File: src/rtl/cpu_pkg.sv
// Shared CPU definitions: opcodes, condition codes, flag bit positions and
// the state/redirect types used by the execute-stage flag/branch unit.
package cpu_pkg;

    localparam logic [10:0] OP_ADDS  = 11'b10101011000;
    localparam logic [10:0] OP_SUBS  = 11'b11101011000;
    localparam logic [10:0] OP_BR    = 11'b11010110000;
    localparam logic [7:0]  OP_CBZ   = 8'b10110100;    // opcode[10:3]
    localparam logic [7:0]  OP_BCOND = 8'b01010100;    // opcode[10:3]
    localparam logic [5:0]  OP_B     = 6'b000101;      // opcode[10:5]
    localparam logic [5:0]  OP_BL    = 6'b100101;      // opcode[10:5]

    localparam logic [3:0] CC_EQ = 4'b0000;
    localparam logic [3:0] CC_NE = 4'b0001;
    localparam logic [3:0] CC_GE = 4'b1010;
    localparam logic [3:0] CC_LT = 4'b1011;
    localparam logic [3:0] CC_GT = 4'b1100;
    localparam logic [3:0] CC_LE = 4'b1101;
    localparam logic [3:0] CC_AL = 4'b1110;

    localparam int unsigned FLG_C = 3;
    localparam int unsigned FLG_Z = 2;
    localparam int unsigned FLG_V = 1;
    localparam int unsigned FLG_N = 0;

    typedef enum logic {
        IDLE  = 1'b0,
        FLUSH = 1'b1
    } fbu_state_t;

    typedef enum logic [1:0] {
        RK_PCREL = 2'b00,
        RK_LINK  = 2'b01,
        RK_REG   = 2'b10
    } redirect_kind_t;

endpackage

File: src/rtl/flag_branch_unit_if.sv
// EX-stage bundle between the pipeline (master) and the flag/branch unit (slave).
interface flag_branch_unit_if;

    logic        ex_valid;
    logic        ex_stall;
    logic [10:0] ex_opcode;
    logic [3:0]  ex_cond;
    logic        alu_carry;
    logic        alu_zero;
    logic        alu_overflow;
    logic        alu_negative;
    logic [3:0]  flags_q;
    logic        redirect;
    logic [1:0]  redirect_kind;
    logic        squash;
    logic        busy;

    modport master (
        output ex_valid, ex_stall, ex_opcode, ex_cond,
        output alu_carry, alu_zero, alu_overflow, alu_negative,
        input  flags_q, redirect, redirect_kind, squash, busy
    );

    modport slave (
        input  ex_valid, ex_stall, ex_opcode, ex_cond,
        input  alu_carry, alu_zero, alu_overflow, alu_negative,
        output flags_q, redirect, redirect_kind, squash, busy
    );

endinterface

File: src/rtl/cond_eval.sv
// Combinational B.cond evaluator over the committed {C,Z,V,N} flags.
module cond_eval
    import cpu_pkg::*;
(
    input  logic [3:0] flags,
    input  logic [3:0] cond,
    output logic       take
);

    logic z;
    logic n_eq_v;

    assign z      = flags[FLG_Z];
    assign n_eq_v = (flags[FLG_N] == flags[FLG_V]);

    always_comb begin
        take = 1'b0;
        case (cond)
            CC_EQ:   take = z;
            CC_NE:   take = ~z;
            CC_GE:   take = n_eq_v;
            CC_LT:   take = ~n_eq_v;
            CC_GT:   take = ~z & n_eq_v;
            CC_LE:   take = z | ~n_eq_v;
            CC_AL:   take = 1'b1;
            default: take = 1'b0;
        endcase
    end

endmodule

File: src/rtl/flag_branch_unit.sv
// Execute-stage flag register and branch resolver: issues a one-cycle fetch
// redirect on a taken branch, then squashes FLUSH_DEPTH unstalled cycles.
module flag_branch_unit
    import cpu_pkg::*;
#(
    parameter int unsigned FLUSH_DEPTH = 2
) (
    input  logic                     clk,
    input  logic                     reset,
    flag_branch_unit_if.slave        bus
);

    fbu_state_t     state_q;
    logic [2:0]     cnt_q;
    logic [3:0]     flag_reg_q;
    logic           redirect_q;
    redirect_kind_t kind_q;

    logic           act;
    logic           is_adds, is_subs, is_cbz, is_bcond, is_b, is_bl, is_br;
    logic           cond_true;
    logic           taken;
    redirect_kind_t kind_d;

    assign act      = bus.ex_valid & ~bus.ex_stall & (state_q == IDLE);

    assign is_adds  = (bus.ex_opcode == OP_ADDS);
    assign is_subs  = (bus.ex_opcode == OP_SUBS);
    assign is_br    = (bus.ex_opcode == OP_BR);
    assign is_cbz   = (bus.ex_opcode[10:3] == OP_CBZ);
    assign is_bcond = (bus.ex_opcode[10:3] == OP_BCOND);
    assign is_b     = (bus.ex_opcode[10:5] == OP_B);
    assign is_bl    = (bus.ex_opcode[10:5] == OP_BL);

    // B.cond tests flags committed by an earlier op, not the current ALU result.
    cond_eval u_cond_eval (
        .flags (flag_reg_q),
        .cond  (bus.ex_cond),
        .take  (cond_true)
    );

    assign taken = (is_cbz & bus.alu_zero) | (is_bcond & cond_true) | is_b | is_bl | is_br;

    always_comb begin
        kind_d = RK_PCREL;
        if (is_bl) begin
            kind_d = RK_LINK;
        end else if (is_br) begin
            kind_d = RK_REG;
        end
    end

    always_ff @(posedge clk or posedge reset) begin
        if (reset) begin
            flag_reg_q <= 4'b0000;
        end else if (act & (is_adds | is_subs)) begin
            flag_reg_q <= {bus.alu_carry, bus.alu_zero, bus.alu_overflow, bus.alu_negative};
        end
    end

    // Redirect is re-evaluated every cycle so it can never outlive one cycle.
    always_ff @(posedge clk or posedge reset) begin
        if (reset) begin
            redirect_q <= 1'b0;
            kind_q     <= RK_PCREL;
        end else begin
            redirect_q <= act & taken;
            kind_q     <= (act & taken) ? kind_d : RK_PCREL;
        end
    end

    always_ff @(posedge clk or posedge reset) begin
        if (reset) begin
            state_q <= IDLE;
            cnt_q   <= 3'd0;
        end else begin
            case (state_q)
                IDLE: begin
                    if (act & taken) begin
                        state_q <= FLUSH;
                        cnt_q   <= 3'(FLUSH_DEPTH);
                    end
                end
                FLUSH: begin
                    if (!bus.ex_stall) begin
                        if (cnt_q == 3'd1) begin
                            state_q <= IDLE;
                            cnt_q   <= 3'd0;
                        end else begin
                            cnt_q   <= cnt_q - 3'd1;
                        end
                    end
                end
                default: begin
                    state_q <= IDLE;
                    cnt_q   <= 3'd0;
                end
            endcase
        end
    end

    assign bus.flags_q       = flag_reg_q;
    assign bus.redirect      = redirect_q;
    assign bus.redirect_kind = kind_q;
    assign bus.squash        = (state_q == FLUSH);
    assign bus.busy          = (state_q == FLUSH);

endmodule

File: src/flat_wrapper.sv
// flat-port wrapper written by rule: the top's interface ports become plain ports
module flag_branch_unit_flat import cpu_pkg::*;
#(
    parameter int unsigned FLUSH_DEPTH = 2
)
  (clk, reset, bus_ex_valid, bus_ex_stall, bus_ex_opcode, bus_ex_cond, bus_alu_carry, bus_alu_zero, bus_alu_overflow, bus_alu_negative, bus_flags_q, bus_redirect, bus_redirect_kind, bus_squash, bus_busy);
  flag_branch_unit_if bus_i ();
  input  logic clk;
  input  logic reset;
  input wire logic [$bits(bus_i.ex_valid)-1:0] bus_ex_valid;
  input wire logic [$bits(bus_i.ex_stall)-1:0] bus_ex_stall;
  input wire logic [$bits(bus_i.ex_opcode)-1:0] bus_ex_opcode;
  input wire logic [$bits(bus_i.ex_cond)-1:0] bus_ex_cond;
  input wire logic [$bits(bus_i.alu_carry)-1:0] bus_alu_carry;
  input wire logic [$bits(bus_i.alu_zero)-1:0] bus_alu_zero;
  input wire logic [$bits(bus_i.alu_overflow)-1:0] bus_alu_overflow;
  input wire logic [$bits(bus_i.alu_negative)-1:0] bus_alu_negative;
  output wire logic [$bits(bus_i.flags_q)-1:0] bus_flags_q;
  output wire logic [$bits(bus_i.redirect)-1:0] bus_redirect;
  output wire logic [$bits(bus_i.redirect_kind)-1:0] bus_redirect_kind;
  output wire logic [$bits(bus_i.squash)-1:0] bus_squash;
  output wire logic [$bits(bus_i.busy)-1:0] bus_busy;
  assign bus_i.ex_valid = bus_ex_valid;
  assign bus_i.ex_stall = bus_ex_stall;
  assign bus_i.ex_opcode = bus_ex_opcode;
  assign bus_i.ex_cond = bus_ex_cond;
  assign bus_i.alu_carry = bus_alu_carry;
  assign bus_i.alu_zero = bus_alu_zero;
  assign bus_i.alu_overflow = bus_alu_overflow;
  assign bus_i.alu_negative = bus_alu_negative;
  assign bus_flags_q = bus_i.flags_q;
  assign bus_redirect = bus_i.redirect;
  assign bus_redirect_kind = bus_i.redirect_kind;
  assign bus_squash = bus_i.squash;
  assign bus_busy = bus_i.busy;
  flag_branch_unit #(.FLUSH_DEPTH(FLUSH_DEPTH)) u_core (.clk(clk), .reset(reset), .bus(bus_i));
endmodule
File: config.mk
export PLATFORM = sky130hd
export DESIGN_NAME = flag_branch_unit_flat
export DESIGN_NICKNAME = d
export VERILOG_FILES = /design/src/rtl/cpu_pkg.sv /design/src/rtl/flag_branch_unit_if.sv /design/src/rtl/cond_eval.sv /design/src/rtl/flag_branch_unit.sv /design/src/flat_wrapper.sv
export SDC_FILE = /design/constraint.sdc
export NUM_CORES = 1
export LEC_CHECK = 0
export CELL_PAD_IN_SITES_DETAIL_PLACEMENT = 1
export CELL_PAD_IN_SITES_GLOBAL_PLACEMENT = 1
export CORE_UTILIZATION = 25
export DETAILED_ROUTE_END_ITERATION = 10
export GPL_ROUTABILITY_DRIVEN = 0
export PLACE_DENSITY = 0.74
export SLEW_MARGIN = 0
export SYNTH_ARGS = -nofsm -noshare
export SYNTH_HDL_FRONTEND = slang
export SYNTH_SLANG_ARGS = --single-unit
File: constraint.sdc
create_clock -name clk -period 2.17 [get_ports clk]
set_input_delay 0.217 -clock clk [delete_from_list [all_inputs] [get_ports clk]]
set_output_delay 0.217 -clock clk [all_outputs]
set_load 0.005 [all_outputs]
Word level (Yosys, flattened, before mapping):

Cells that the tools add are included.

* add/subtract/negate cells: 1
* multiply operators: 0
* divide/modulo/power cells: 0
* order comparisons: 0
* eq/ne operators: 17
* shift-type cells: 0
* multiplexer cells: 12
* bitwise logic cells: 17
* reduce and logical (&&, ||, !) cells: 2

Operators by type and width (number)
* $eq 11x11->1 const B: 3
* $eq 4x4->1 const B: 5
* $mux 3: 3
* $eq 8x7->1 const B: 1
* $eq 8x8->1 const B: 1
* $and 1x1->1: 7
* $pmux 1 s7: 1
* $eq 6x3->1 const B: 1
* $eq 6x6->1 const B: 1
* $mux 2: 3
* $or 1x1->1: 6
* $pmux 3 s2: 1
* $eq 4x1->1 const B: 1
* $logic_not 4->1: 1
* $ne 2x2->1 const B: 2
* $not 1->1: 4
* $eq 3x1->1 const B: 1
* $mux 1: 3
* $sub 3x1->3 const B: 1
* $pmux 1 s2: 1
* $reduce_and 2->1: 1
* $eq 1x1->1: 1

* bits in registers: 11
* bits in latches: 0
* RAM bits: 0
* bits in read-only memories: 0
* bits of input ports: 23
* output and inout bits: 9
* memories kept: 0

Depth between registers and ports, before layout:

Gate-level depths: netlist (run 1).

* depth after elaboration: 12
* gate-level depth with buffers: 6
* mapped depth without buffers: 6

Cells and area by module:

Synthesis (run 1) repeated with hierarchy kept, for this count alone.

* cell total of the unflattened synthesis: 73
* area, all modules: 721.9 µm²

Modules (own cells, without submodules)
* flag_branch_unit: instances 1, cells each 59, area each 624.3 µm²
* cond_eval: instances 1, cells each 14, area each 97.6 µm²

Least setup slack after synthesis (run 1):

No wires, ideal clock.

* path type: register to register
* start: reg u_core.flag_reg_q[0], in the netlist u_core.bus.flags_q[0]
* end: reg u_core.cnt_q[1]
* data arrival time: 1.575 ns
* setup slack: 0.469 ns
* stages on the path, launching flop included: 7
* buffers on the path: 0
* clock period less this slack: 1.701 ns
* path through: dfrtp_1 xnor2_1 or3_1 a31oi_1 o31ai_1 a21oi_2 o31a_2

* cells in the longest elaborated chain, start to end: 12

Ends and longest elaborated chain
* start: declaration: line flag_branch_unit.sv:15 `logic [3:0] flag_reg_q;`
* start signal: assignment: line flag_branch_unit.sv:57 `flag_reg_q <= {bus.alu_carry, bus.alu_zero, bus.alu_overflow, bus.alu_negative};`
* $eq 1x1->1 *: line cond_eval.sv:14 `assign n_eq_v = (flags[FLG_N] == flags[FLG_V]);`
* $not 1->1: line cond_eval.sv:22, cond_eval.sv:24
* $or 1x1->1: line cond_eval.sv:24 `CC_LE: take = z | ~n_eq_v;`
* $pmux 1 s7 *: line cond_eval.sv:18 `case (cond)`
* $and 1x1->1 *: line flag_branch_unit.sv:42 `assign taken = (is_cbz & bus.alu_zero) | (is_bcond & cond_true) | is_b | is_bl | is_br;`
* $or 1x1->1 * (4 in a row): line flag_branch_unit.sv:42
* $and 1x1->1 *: line flag_branch_unit.sv:79 `if (act & taken) begin`
* $ne 2x2->1 (no source line) *
* $reduce_and 2->1 (no source line) *
* end signal: assignment: line flag_branch_unit.sv:81 `cnt_q <= 3'(FLUSH_DEPTH);`
* end signal: assignment: line flag_branch_unit.sv:90 `cnt_q <= cnt_q - 3'd1;`
* end: declaration: line flag_branch_unit.sv:14 `logic [2:0] cnt_q;`

Mark *: on every way between the ends. The rest lies on a longest branch, timed or not.
A chain may end at the register's enable or synchronous reset.

Worst setup path after layout (run 1):

* start: in bus_ex_opcode[8]
* end: reg u_core.kind_q[1], in the netlist u_core.bus.redirect_kind[1]

* cells in the longest elaborated chain, start to end: 8

Ends and longest elaborated chain
* start: declaration: line flat_wrapper.sv:12 `input wire logic [$bits(bus_i.ex_opcode)-1:0] bus_ex_opcode;`
* $eq 8x8->1 / $eq 8x7->1 (equally long branches): line flag_branch_unit.sv:30, flag_branch_unit.sv:31
* $and 1x1->1: line flag_branch_unit.sv:42
* $or 1x1->1 (4 in a row): line flag_branch_unit.sv:42
* $and 1x1->1: line flag_branch_unit.sv:68 `kind_q <= (act & taken) ? kind_d : RK_PCREL;`
* $mux 2 *: line flag_branch_unit.sv:68
* end signal: assignment: line flag_branch_unit.sv:68
* end: declaration: line flag_branch_unit.sv:17 `redirect_kind_t kind_q;`

Marked as above.

==> Implementation_results.wiki, run 1 <==
{| class="wikitable"
! Metric !! Value
|-
| Worst vdd rail ir drop || 0.4446 mV
|-
| Final net count || 141
|-
| Required @ worst endpoint || 2.36 ns
|-
| Buffers added on ports || 31
|-
| Cell area after technology mapping || 711.9 um2
|-
| Detailed Route WL || 1876 um
|-
| Worst Setup End Kind || flop
|-
| Final cycle utilization of the critical path || 91.88%
|-
| Worst hold-check path type || in -> async
|-
| Slew Viols, Final || 0
|-
| Leak pwr || 0.4656 nW
|-
| Global-route wire length before repair || 3222 um
|-
| Final critical delay including setup and external delays || 1.994 ns
|-
| Initial DRC Count || 3
|-
| Antenna Violating Nets Remaining || 0
|-
| Number of cells in the design after placement || 141
|-
| Clock root buffer || sky130_fd_sc_hd__clkbuf_4
|-
| Worst setup slack before clock tree synthesis || -0.1557 ns
|-
| Count of yosys warnings during synthesis || 0
|-
| #FFs+latches synth || 11
|-
| Initial Utilization || 27.49%
|-
| Count of unresolved DRC violations after routing || 0
|-
| Number of inserted diodes || 0
|-
| Startpoint-to-endpoint class of the critical path || in -> reg
|-
| CTS tree || built
|-
| Sequential cell area || 275.3 um2
|-
| Signed area change from the synthesized netlist to the final layout || 58.52%
|-
| Initial antenna violation count || 0
|-
| Gate count of the mapped netlist || 76
|-
| Setup Fix Bufs, Post-CTS || 0
|-
| Power per standard cell area || 581.6 nW/um2
|-
| Standard cell core area || 2590 um2
|-
| Final Power || 0.6564 mW
|-
| Non-filler cells, final || 145
|-
| Overall global routing resource usage || 13.42%
|-
| Number of global-route vias before repair || 734
|-
| RSZ-0062 raised after global routing || false
|-
| Most common cell after layout, fill and taps aside || sky130_fd_sc_hd__clkdlybuf4s50_1
|-
| Setup Skew || 0.002436 ns
|-
| Worst endpoint data arrival time || 2.18 ns
|-
| Most frequent cells in the layout || 31 x sky130_fd_sc_hd__clkdlybuf4s50_1, 13 x sky130_fd_sc_hd__nand2_1, 11 x sky130_fd_sc_hd__dfrtp_1, 7 x sky130_fd_sc_hd__inv_1
|-
| Fraction of layout cells with a size suffix above 1 || 17.39%
|-
| Maximum count of clock buffers along a single path || 2
|-
| GRT Residual Overflow || 0
|-
| Register clock-pin slew on the reported worst setup and hold paths || 0.07 ns
|-
| Final hold slack || 0.2394 ns
|-
| Filler cells || 300
|-
| Largest net degree at the start of global routing || 12
|-
| Htree depth || 1
|-
| Final TNS setup || 0 ns
|-
| Worst Path Max Fanout || 6
|-
| Outcome || complete, no violations
|-
| Number of buffers inserted during clock tree synthesis || 3
|-
| Final hold violation count || 0
|-
| Footprint of the multi-input gates || 415.4 um2
|-
| Unique cell type count in the Yosys netlist || 33
|-
| Number of top-level pins || 32
|-
| Count of hold-fix buffers inserted at cts || 0
|-
| Number of failing setup endpoints in the final timing report || 0
|-
| Final core occ || 43.57%
|-
| Detail-routed via count per cell || 4.862
|-
| Count of max-cap constraint violations || 0
|-
| Standard-cell rows || 18
|-
| Width of the die || 55.37 um
|-
| Vias after detailed routing || 705
|-
| Nets in the synthesized netlist || 101
|-
| Max-slew headroom || 63.05%
|-
| Fmax || 501.6 MHz
|-
| Area of all placed cells without fillers || 1129 um2
|-
| Actual transition at the worst max-transition pin || 0.5402 ns
|-
| Area of the die || 3065 um2
|-
| Final HPWL DP || 1632 um
|-
| Final critical-path setup slack || 0.1763 ns
|-
| Mean cell area of the mapped netlist || 9.368 um2
|-
| Clock latency of the later-clocked register in the worst-skew pair || 0.27 ns
|-
| PostCTS Resize Cnt || 0
|-
| Cell area after placement || 1090 um2
|-
| WL/cell || 12.94 um
|-
| Sort of element at the start of the critical path || primary input
|-
| Number of detailed-route iterations in the first pass || 2
|-
| Vertical die dimension || 55.37 um
|-
| Proportion of synthesized chip area in sequential cells || 38.66%
|-
| Sinks on the clock net || 11
|}
## registers in the layout, indices dropped and copies added, names as in the netlist
| register | flops |
|---|---|
| u_core.cnt_q | 3 |
| u_core.bus.redirect_kind | 2 |
| u_core.bus.redirect | 1 |
| u_core.bus.busy | 1 |
| u_core.bus.flags_q | 4 |
## cell usage after synthesis, drive strengths merged
master   number  area share [%]
nor2          4             2.1
or3           1            0.88
nor2b         1            0.88
nand2b        2             1.8
mux2          5             7.9
nand4         2             1.8
ha            2             3.5
or3b          1             1.2
a21oi         2             1.9
o31ai         1             1.1
a2111o        1             1.6
xnor2         1             1.2
a21boi        1             1.1
a31oi         1            0.88
nand4b        1             1.2
buf           1             1.1
o211ai        1             1.1
or4b          1             1.4
a21o          1             1.2
nor3          2             1.4
o31a          1             1.4
o21ai         2             1.4
nand3b        1             1.1
a2111oi       2             2.5
nand2        13             6.9
nand3         1            0.70
nor4          3             2.6
nor4b         2             4.6
and4b         1             1.4
dfrtp        11              39
inv           7             3.7
## cell families after synthesis
kind of cell | after synthesis | share of synthesized area (%)
flip-flops | 11 | 38.66
adder cells (fa/ha/maj) | 2 | 3.514
AND/OR/NAND/NOR | 36 | 29.88
AO/OA/AOI/OAI | 13 | 14.06
buffers and inverters | 8 | 4.746
XOR/XNOR | 1 | 1.230
multiplexers | 5 | 7.908
## layer usage
metal	share of wire, %	wire length, um	global-route usage [%]
met1	44	821	14.64
met3	3.4	64	3.747
met5	0	0	0
met2	51	963	24.27
met4	1.4	26	5.357
## layout make-up
class,count,area share [%]
Timing Repair Buffer,36,30.82
Inverter,7,2.328
Sequential cell,11,24.39
Multi-Input combinational cell,57,36.81
Clock buffer,4,2.328
Tap cell,30,3.326
## path summary, 6_finish.rpt
kind                                              startpoint                               endpoint  slack (ns)  cells past startpoint
max                                         bus_ex_opcode[8]  u_core.bus.redirect_kind[1]$_DFF_PP0_        0.18                      7
min                                                    reset            u_core.cnt_q[1]$_DFFE_PP0P_        0.24                      2
max reg2reg                u_core.bus.flags_q[0]$_DFFE_PP0P_            u_core.cnt_q[1]$_DFFE_PP0P_        0.24                      6
min reg2reg                u_core.bus.flags_q[3]$_DFFE_PP0P_      u_core.bus.flags_q[3]$_DFFE_PP0P_        0.52                      1
max in group asynchronous                              reset      u_core.bus.flags_q[0]$_DFFE_PP0P_        1.63                      2
min in group clk           u_core.bus.flags_q[3]$_DFFE_PP0P_      u_core.bus.flags_q[3]$_DFFE_PP0P_        0.52                      1
## worst max-delay path, stage by stage
cell and delay, ns:
sky130_fd_sc_hd__clkdlybuf4s50_1 0.43, sky130_fd_sc_hd__nand2b_1 0.18, sky130_fd_sc_hd__a2111o_1 0.40, sky130_fd_sc_hd__nor4_2 0.30, sky130_fd_sc_hd__o31ai_2 0.14, sky130_fd_sc_hd__a21oi_2 0.28, sky130_fd_sc_hd__nor4b_4 0.24
## where the power goes
group	total, mW	switching, mW	leakage (nW)	internal, mW
Sequential	0.275	0.0359	0.143	0.239
Combinational	0.239	0.0955	0.307	0.144
Clock	0.142	0.0705	0.0150	0.0714
Total	0.656	0.202	0.466	0.454
No activity file was read; power rests on OpenSTA's default activity.
==> run 2: changes to the inputs <==
- MAX_ROUTING_LAYER: default -> met4
==> run 2 against run 1 <==
Against the previous run:
- routed wire length rose by 0.21%
- setup slack worse by 0.032 ns
- non-clock buffer count unchanged
- highest routed layer unchanged
- fmax down 1.6%
- hold slack better by 0.0031 ns
==> Implementation_results.wiki, run 2 (synthesis gave the netlist of run 1 again) <==
{| class="wikitable"
! Metric !! Value
|-
| Maximum count of clock buffers along a single path || 2
|-
| Final HPWL DP || 1632 um
|-
| Vias after detailed routing || 705
|-
| Clock share of power || 21.5%
|-
| Largest net degree at the start of global routing || 12
|-
| Power per standard cell area || 580.8 nW/um2
|-
| List of cells traversed by the critical path || clkdlybuf4s50_1, or4b_1, nor4_2, o31ai_2, a21oi_2, nor4b_4
|-
| Power Internal || 0.4543 mW
|-
| Worst Setup End Kind || flop
|-
| Final cycle utilization of the critical path || 93.34%
|-
| Switching portion of total power || 30.68%
|-
| Standard-cell rows || 18
|-
| Htree depth || 1
|-
| Worst vdd rail ir drop || 0.4459 mV
|-
| Sort of element at the start of the critical path || primary input
|-
| Antenna Violating Nets Remaining || 0
|-
| Count of hold-fix buffers inserted at cts || 0
|-
| Setup Fix Bufs, Post-CTS || 0
|-
| Clock latency of the later-clocked register in the worst-skew pair || 0.27 ns
|-
| Relative contribution of combinational cells to total power || 36.5%
|-
| Number of detailed-route iterations in the first pass || 2
|-
| Startpoint-to-endpoint class of the critical path || in -> reg
|-
| Width of the die || 55.37 um
|-
| Overall global routing resource usage || 13.95%
|-
| Count of max-cap constraint violations || 0
|-
| Worst Path Max Fanout || 6
|-
| Required @ worst endpoint || 2.35 ns
|-
| Signed area change from the synthesized netlist to the final layout || 58.52%
|-
| Initial DRC Count || 3
|-
| Start of the worst register-to-register path || u_core.bus.flags_q[0]$_DFFE_PP0P_
|-
| Actual transition at the worst max-transition pin || 0.5407 ns
|-
| Worst hold-check path type || in -> async
|-
| Max-slew headroom || 63.02%
|-
| Vertical die dimension || 55.37 um
|-
| Initial antenna violation count || 0
|-
| Critical path origin || bus_ex_opcode[3]
|-
| Relative contribution of sequential cells to total power || 42.0%
|-
| Final hold slack || 0.2425 ns
|-
| Global-route wire length before repair || 3222 um
|-
| Number of top-level pins || 32
|-
| Clock root buffer || sky130_fd_sc_hd__clkbuf_4
|-
| Count of unresolved DRC violations after routing || 0
|-
| Number of inserted diodes || 0
|-
| Critical-path top delay cell || sky130_fd_sc_hd__or4b_1
|-
| Leak pwr || 0.4656 nW
|-
| Most frequent cells in the layout || 31 x sky130_fd_sc_hd__clkdlybuf4s50_1, 13 x sky130_fd_sc_hd__nand2_1, 11 x sky130_fd_sc_hd__dfrtp_1, 7 x sky130_fd_sc_hd__inv_1
|-
| Final critical delay including setup and external delays || 2.026 ns
|-
| Final net count || 141
|-
| Net switching power || 0.2011 mW
|-
| Number of global-route vias before repair || 728
|-
| Worst endpoint data arrival time || 2.21 ns
|-
| Fraction of layout cells with a size suffix above 1 || 17.39%
|-
| Setup Skew || 0.003122 ns
|-
| Number of buffers inserted during clock tree synthesis || 3
|-
| Sinks on the clock net || 11
|-
| Register clock-pin slew on the reported worst setup and hold paths || 0.07 ns
|-
| Area of the die || 3065 um2
|-
| Initial Utilization || 27.49%
|-
| Buffers added on ports || 31
|-
| CP max stage delay || 0.57 ns
|-
| Outcome || complete, no violations
|-
| RSZ-0062 raised after global routing || false
|-
| Number of failing setup endpoints in the final timing report || 0
|-
| Detail-routed via count per cell || 4.862
|-
| Most common cell after layout, fill and taps aside || sky130_fd_sc_hd__clkdlybuf4s50_1
|-
| CTS tree || built
|-
| Fmax || 493.7 MHz
|-
| Filler cells || 300
|-
| Final hold violation count || 0
|-
| WL/cell || 12.97 um
|-
| Standard cell core area || 2590 um2
|-
| GRT Residual Overflow || 0
|-
| Detailed Route WL || 1880 um
|-
| Slew Viols, Final || 0
|-
| Final TNS setup || 0 ns
|-
| Number of flip-flops in the largest register || 4
|}
## run 2: cell counts in the layout (fill, tap and decap cells not counted)
No cell type changed its count.
## run 2: layer usage
layer,routed length [um],up-vias,GRT usage [%]
met5,0,-,-
met4,14,0,5.357
met3,62,2,4.450
met2,969,16,24.27
met1,833,333,14.64
li1,-,354,-
## run 2: critical path, delay by kind of cell
| family | cells | cell delay (ns) |
|---|---|---|
| compound gates | 2 | 0.42 |
| buf+inv | 1 | 0.43 |
| simple gates | 3 | 1.13 |
## run 2: repair_timing
item | CTS | global route
hold endpoints to repair | 0 | 0
endpoints found under the setup margin | 0 | 3
gates resized for setup | 0 | 3
## run 2: power by group through the flow
stage	logic, mW	clock network [mW]	registers, mW
2_1_floorplan	0.140	0	0.272
3_3_place_gp	0.234	0	0.280
3_5_place_dp	0.243	0	0.281
4_1_cts	0.243	0.148	0.277
5_1_grt	0.269	0.158	0.281
6_report	0.239	0.141	0.275
## run 2: worst paths after layout
| path | slack, ns | cells after the start | endpoint |
|---|---|---|---|
| min in group clk | 0.52 | 1 | u_core.bus.flags_q[3]$_DFFE_PP0P_ |
| max in group asynchronous | 1.63 | 2 | u_core.bus.flags_q[0]$_DFFE_PP0P_ |
| worst max register to register | 0.24 | 6 | u_core.cnt_q[1]$_DFFE_PP0P_ |
| worst min register to register | 0.52 | 1 | u_core.bus.flags_q[3]$_DFFE_PP0P_ |
| worst max-delay path | 0.14 | 6 | u_core.bus.redirect_kind[1]$_DFF_PP0_ |
| worst min-delay path | 0.24 | 2 | u_core.cnt_q[1]$_DFFE_PP0P_ |
## run 2: metrics by stage
stage / power (mW) / instance area [um2] / setup WS (ns) / utilization [%] / std cells
finish: 0.6554 / 1129 / 0.1445 / 43.57 / 145
detailed placement: 0.5236 / 1090 / -0.1557 / 42.08 / 141
global placement: 0.5147 / 1090 / -0.02784 / 42.08 / 141
global route: 0.7077 / 1129 / 0.002979 / 43.57 / 145
CTS: 0.6679 / 1116 / 0.1283 / 43.09 / 145
floorplan: 0.4121 / 711.9 / 0.4691 / - / 76
## run 2: cell type report
class / count / area [um2] / share of cell area (%)
flip-flops and latches: 11 / 275.3 / 24.39
multi-input cells: 57 / 415.4 / 36.81
inverters: 7 / 26.28 / 2.328
repair buffers: 36 / 347.8 / 30.82
clock buffers: 4 / 26.28 / 2.328
well taps: 30 / 37.54 / 3.326
